File: src/rtl/yuv422_word_packer.sv
// Packs the CTE 4:2:2 byte stream (U,Y0,V,Y1) into 32-bit words and queues them
// in a small FWFT FIFO drained by a valid/ready handshake.
module yuv422_word_packer #(
  parameter int FIFO_DEPTH = 4,
  parameter int AF_LEVEL   = 3
) (
  input  logic        clk,
  input  logic        reset,
  input  logic        yuv_valid,
  input  logic [7:0]  yuv_in,
  input  logic        sof,
  input  logic        uv_offset,
  output logic        word_valid,
  output logic [31:0] word_out,
  input  logic        word_ready,
  output logic        almost_full,
  output logic        overflow,
  output logic [15:0] pair_cnt,
  output logic [1:0]  phase
);

  localparam int PTR_W = $clog2(FIFO_DEPTH);
  localparam int CNT_W = PTR_W + 1;

  function automatic logic [7:0] chroma_fix(input logic [7:0] b, input logic en);
    return en ? (b ^ 8'h80) : b;
  endfunction

  logic [1:0]       phase_q, phase_d;
  logic [23:0]      asm_q, asm_d;
  logic [31:0]      mem_q [FIFO_DEPTH];
  logic [PTR_W-1:0] wr_ptr_q, wr_ptr_d, rd_ptr_q, rd_ptr_d;
  logic [CNT_W-1:0] count_q, count_d;
  logic             wv_q, af_q, ovf_q, ovf_d;
  logic [15:0]      pair_cnt_q, pair_cnt_d;
  logic             push_req_s, push_ok_s, pop_s;
  logic [31:0]      push_word_s;

  // Byte assembly: sof realigns to slot 0 and discards any partial word.
  always_comb begin
    phase_d     = phase_q;
    asm_d       = asm_q;
    push_req_s  = 1'b0;
    push_word_s = {asm_q, yuv_in};
    if (yuv_valid) begin
      if (sof) begin
        phase_d = 2'd1;
        asm_d   = {chroma_fix(yuv_in, uv_offset), 16'h0000};
      end else begin
        phase_d = phase_q + 2'd1;
        case (phase_q)
          2'd0:    asm_d[23:16] = chroma_fix(yuv_in, uv_offset);
          2'd1:    asm_d[15:8]  = yuv_in;
          2'd2:    asm_d[7:0]   = chroma_fix(yuv_in, uv_offset);
          2'd3:    push_req_s   = 1'b1;
          default: asm_d        = asm_q;
        endcase
      end
    end else begin
      phase_d = phase_q;
    end
  end

  // A full FIFO still accepts a word when the head leaves on the same edge.
  always_comb begin
    pop_s      = (count_q != {CNT_W{1'b0}}) & word_ready;
    push_ok_s  = push_req_s & ((count_q < CNT_W'(FIFO_DEPTH)) | pop_s);
    wr_ptr_d   = wr_ptr_q;
    rd_ptr_d   = rd_ptr_q;
    pair_cnt_d = pair_cnt_q;
    ovf_d      = ovf_q | (push_req_s & ~push_ok_s);
    if (push_ok_s) begin
      wr_ptr_d   = wr_ptr_q + PTR_W'(1);
      pair_cnt_d = pair_cnt_q + 16'd1;
    end else begin
      wr_ptr_d   = wr_ptr_q;
    end
    if (pop_s) begin
      rd_ptr_d = rd_ptr_q + PTR_W'(1);
    end else begin
      rd_ptr_d = rd_ptr_q;
    end
    case ({push_ok_s, pop_s})
      2'b10:   count_d = count_q + CNT_W'(1);
      2'b01:   count_d = count_q - CNT_W'(1);
      default: count_d = count_q;
    endcase
  end

  always_ff @(posedge clk) begin
    if (!reset) begin
      phase_q    <= 2'd0;
      asm_q      <= 24'h000000;
      wr_ptr_q   <= {PTR_W{1'b0}};
      rd_ptr_q   <= {PTR_W{1'b0}};
      count_q    <= {CNT_W{1'b0}};
      wv_q       <= 1'b0;
      af_q       <= 1'b0;
      ovf_q      <= 1'b0;
      pair_cnt_q <= 16'h0000;
    end else begin
      phase_q    <= phase_d;
      asm_q      <= asm_d;
      wr_ptr_q   <= wr_ptr_d;
      rd_ptr_q   <= rd_ptr_d;
      count_q    <= count_d;
      wv_q       <= (count_d != {CNT_W{1'b0}});
      af_q       <= (count_d >= CNT_W'(AF_LEVEL));
      ovf_q      <= ovf_d;
      pair_cnt_q <= pair_cnt_d;
    end
  end

  // Storage needs no reset; only entries behind the valid pointers are ever read.
  always_ff @(posedge clk) begin
    if (reset && push_ok_s) begin
      mem_q[wr_ptr_q] <= push_word_s;
    end
  end

  assign word_valid  = wv_q;
  assign word_out    = wv_q ? mem_q[rd_ptr_q] : 32'h00000000;
  assign almost_full = af_q;
  assign overflow    = ovf_q;
  assign pair_cnt    = pair_cnt_q;
  assign phase       = phase_q;

endmodule

File: config.mk
export PLATFORM = sky130hd
export DESIGN_NAME = yuv422_word_packer
export DESIGN_NICKNAME = d
export VERILOG_FILES = /design/src/rtl/yuv422_word_packer.sv
export SDC_FILE = /design/constraint.sdc
export NUM_CORES = 1
export LEC_CHECK = 0
export CELL_PAD_IN_SITES_DETAIL_PLACEMENT = 1
export CELL_PAD_IN_SITES_GLOBAL_PLACEMENT = 1
export CORE_MARGIN = 10
export CORE_UTILIZATION = 43
export DETAILED_ROUTE_END_ITERATION = 16
export PLACE_DENSITY_LB_ADDON = 0.25
export RECOVER_POWER = 50
export SLEW_MARGIN = 20
export SYNTH_ARGS = -nofsm -noshare
export SYNTH_HDL_FRONTEND = slang
export SYNTH_SLANG_ARGS = --single-unit
File: constraint.sdc
create_clock -name clk -period 2.7 [get_ports clk]
set_input_delay 0.27 -clock clk [delete_from_list [all_inputs] [get_ports clk]]
set_output_delay 0.27 -clock clk [all_outputs]
set_load 0.05 [all_outputs]
Word-level counts from Yosys, hierarchy flattened:

Memories as Yosys holds them, arrays and structs flattened. A register that Yosys moved wholly into a read port is not among the register bits.
Cells that the tools add are included.

* register bits: 52
* RAM bits: 128
* output and inout port bits: 53
* word-level logic and storage cells: 57
* memories: 1

Memories
* mem_q: words 4, bits a word 32, read ports 1, clocked after Yosys merged registers in 1, write ports 1, line 31 `logic [31:0] mem_q [FIFO_DEPTH];`

* add/subtract/negate cells: 6
* magnitude comparators: 2
* eq/ne operators: 5
* muxes and demuxes: 15
* bitwise gates (word level): 7
* reduce and logical (&&, ||, !) cells: 10

Operators by type and width (count)
* $mux 32: 1
* $mux 8: 4
* $mux 24: 1
* $add 16x1->16 const B: 1
* $add 2x1->2 const B: 3
* $eq 2x2->1 const B: 3
* $mux 2: 3
* $pmux 3 s2: 1
* $reduce_and 2->1: 3
* $reduce_bool 2->1: 3
* $reduce_bool 3->1: 2
* $mux 1: 5
* $eq 2x1->1 const B: 2
* $add 3x1->3 const B: 1
* $and 1x1->1: 3
* $ge 3x2->1 const B: 1
* $lt 3x3->1 const B: 1
* $sub 3x1->3 const B: 1
* $logic_not 2->1: 1
* $not 1->1: 2
* $or 1x1->1: 2
* $logic_and 1x1->1: 1

Logic depth before layout (Yosys ltp):

* depth after elaboration: 8
* depth in mapped cells: 13
* depth with buffers taken out: 11

Least setup slack after synthesis:

Ideal clock, no wire load.

* kind: flip-flop to flip-flop
* from: register phase_q[0] (netlist: phase[0])
* to: register wv_q (netlist: word_valid)
* setup time: 134 ps
* data arrival time: 2637 ps
* required time: 2566 ps
* path slack: -71 ps
* stages on the path, launching flop included: 14
* path buffers: 2
* clock period less this slack: 2771 ps
* cells stage by stage: dfxtp_1 -> ha_1 -> and3b_1 -> buf_2 -> and2_1 -> buf_2 -> inv_1 -> ha_1 -> inv_1 -> fa_1 -> xor2_1 -> o21a_1 -> o21ai_0 -> o21ai_0

* cells in the longest elaborated chain, start to end: 8
* elaborated cells between the ends (all ways): 9

Ends and longest elaborated chain
* start, declared: line 29 `logic [1:0] phase_q, phase_d;`
* start signal, assigned: line 102 `phase_q <= phase_d;`
* $eq 2x2->1 (*): line 51 `case (phase_q)`
* $mux 1 (*): line 51
* $mux 1 (*): line 46 `if (sof) begin`
* $mux 1 (*): line 45 `if (yuv_valid) begin`
* $and 1x1->1 (*): line 67 `push_ok_s = push_req_s & ((count_q < CNT_W'(FIFO_DEPTH)) | pop_s);`
* $eq 2x1->1 or $eq 2x2->1 (tied branches): line 83 `case ({push_ok_s, pop_s})`
* $pmux 3 s2 (*): line 83
* $reduce_bool 3->1 (*): line 107 `wv_q <= (count_d != {CNT_W{1'b0}});`
* end signal, assigned: line 107
* end, declared: line 34 `logic wv_q, af_q, ovf_q, ovf_d;`

Every way passes the cells marked *; elsewhere a longest branch is shown, timed or not.
A chain may end at the register's enable or synchronous reset.

==> flow_summary.ini <==
[status]
status = finished clean

[sta]
maxClockFrequency_ghz = 0.412
drv_slew = 0
period_minus_slack_ps = 2430
fin_ws_ps = 271
hold_violations = 0
tightest_slew_ps = 1390
relSlewSlack_pct = 7.33
skew_ps = 6.00
period_share_pct = 90.0
setup_viol = 0
fin_tns_setup_ps = 0
rsz0062_at_grt = no

[detailed_routing]
first_pass_iters = 4
route.vias.total = 4052
wl_mm = 16.5
viasPerCell = 5.35
drc = 0
drt_first_iter_violations = 210
ant_nets = 0
wire_per_inst_um = 21.8

[die]
die-height_um = 148
die-width_um = 148
row_count = 46
coreArea_um2 = 16000
ioPinCount = 67
initial_utilization_pct = 44.3
die_area_um2 = 22000

[cts]
post-cts-setup-buffer-count = 0
cts-root-buf = clkbuf_16
hold_buffers = 0
clkLatencyLatePin_ps = 430
cts_tree = yes
clk_pin_slew_worst_paths_ps = 60
cts_buffer_depth = 2
htreeDepth = 4
cts_buffers = 17
clock_sinks = 182

[synthesis]
synth_area_leader_cell = edfxtp_1
synth_warnings = 0
synth_top_area_share_pct = 54.3
syn_area_um2 = 7080
synth_edf_count = 128
ys_seq_area_share_pct = 69.5
syn_inst = 449
avgSynthCellArea_um2 = 15.8
ys_types = 40
synth_area_leaders = edfxtp_1 54%, dfxtp_1 15%, mux4_2 10%
synthTopCellsByCount = 128 x edfxtp_1, 54 x dfxtp_1, 39 x nor2_1, 36 x and2_1, 32 x mux4_2
synthArstFlopShare_pct = 0
ys_ff_latch = 182
yosysMostFrequentCell = edfxtp_1
ys_dominant_reg_cell = edfxtp_1
syn_nets = 474

[cells_and_area]
fin_nets = 553
drive_gt1_share_pct = 20.9
n_antenna_cell = 0
finalNonFillerCells = 757
syn2layout_area_growth_pct = 26.7
fillCellCount = 1508

[setup_path]
slowest_delay_ps = 530
cp.required_ps = 2430
path_delay_family = multiplexers
arrival_ps = 2160
critPathKind = reg -> out
critPathCaptureType = output pin
critPathSlowestCell = mux4_2
path_common_cell = buf_12
startpoint_type = flop
critPathBufInv = 2
r2r_slack_ps = 280
cp_max_fo = 25
crit_chain = buf_12 -> mux4_2 -> and2_1 -> buf_12

[power_and_ir_drop]
leakage_nw = 3.12
peakVddDrop_mv = 0.473
p_per_area_nw_per_um2 = 710

[global_routing]
grt_pass1_wl_mm = 26.3
gr-total-overflow = 0
grt_max_degree = 33
grt_usage_pct = 15.6
antenna_found_initial = 0
first_global_vias = 4536

[place]
hpwlAfterDp_mm = 10.8
gp_congestion = 0.815
io_buffers = 66
place_worst_setup_slack_ps = -11.6
dp.cells = 725

[hold_path]
worst_hold_path_type = reg -> reg

[job]
maxCapViolCount = 0
sequential cells by signal, indices dropped and copies added (netlist names), named ones only:
signal       cells
mem_q          128
asm_q           24
pair_cnt        16
count_q          3
phase            2
rd_ptr_q         2
wr_ptr_q         2
almost_full      1
overflow         1
word_valid       1
layout make-up:
type                            count  area [µm²]  share of cell area, %
Clock buffer                       20         447                   4.98
Clock inverter                     12         153                   1.70
Inverter                           14        52.6                  0.585
Multi-Input combinational cell    230        2000                   22.3
Sequential cell                   182        4930                   54.9
Tap cell                          216         270                   3.01
Timing Repair Buffer               83        1120                   12.5
final timing paths:
kind                              startpoint            to  cells past startpoint
worst min register to register  pair_cnt[15]  pair_cnt[15]                      2
worst max-delay path                    flop   word_out[0]                      4
worst min-delay path            pair_cnt[15]  pair_cnt[15]                      2
worst max register to register      phase[0]    word_valid                     11
worst min-delay path: stages (launching register included):
cell     delay, ps
dfxtp_1        320
o31ai_1         60
a21oi_1         50
power by group:
part	total, mW	internal, mW	switching (mW)
clock	2.53	1.48	1.04
sequential	3.08	3.01	0.0622
combinational	0.776	0.375	0.401
total	6.38	4.87	1.51
kinds of logic (layout without fill, tap and decap cells):
logic type,after synthesis,after routing,synth area share [%]
flops,182,182,69.5
simple gates,117,117,8.99
compound gates,52,52,4.70
mux,41,41,11.4
buf+inv,37,129,2.19
fa+ha+maj,11,11,2.05
xor+xnor,9,9,1.11
stage by stage:
stage	cell area [µm²]	utilization [%]	hold slack, ps	total power [mW]
floorplan	7090	-	369	3.64
global placement	8400	52.5	461	3.91
detailed placement	8400	52.5	480	3.93
CTS	9000	56.3	488	6.44
global route	8980	56.1	502	6.61
finish	8980	56.1	479	6.38
metal layers:
metal | up-vias | global-route usage [%] | routed length, µm
met4 | 0 | 4.66 | 181
met1 | 2086 | 18.4 | 6840
li1 | 1854 | - | -
met5 | - | 0 | 0
met2 | 96 | 27.2 | 8630
met3 | 16 | 4.34 | 839
placed cells by master (no fill, tap or decap), drive strengths merged, types with 2 or more instances in the layout:
cell / instances
or4: 6
nand3: 5
nand4: 5
dlygate4sd3: 22
edfxtp: 128
o21ai: 12
clkdlybuf4s50: 12
dfxtp: 54
inv: 16
a21oi: 14
mux2i: 9
nor2: 39
or3: 6
nand2: 8
o31ai: 5
and2: 36
bufinv: 3
clkbuf: 23
nand2b: 2
clkinv: 4
and3: 5
buf: 46
a2bb2oi: 2
ha: 10
xnor2: 5
xor2: 4
a22oi: 14
clkinvlp: 3
mux4: 32
repair_timing:
action,in CTS,in global routing
endpoints found under the setup margin,0,1
gates resized for setup,0,1
endpoints found under the hold margin,0,0
(Power assumes the default switching activity.)
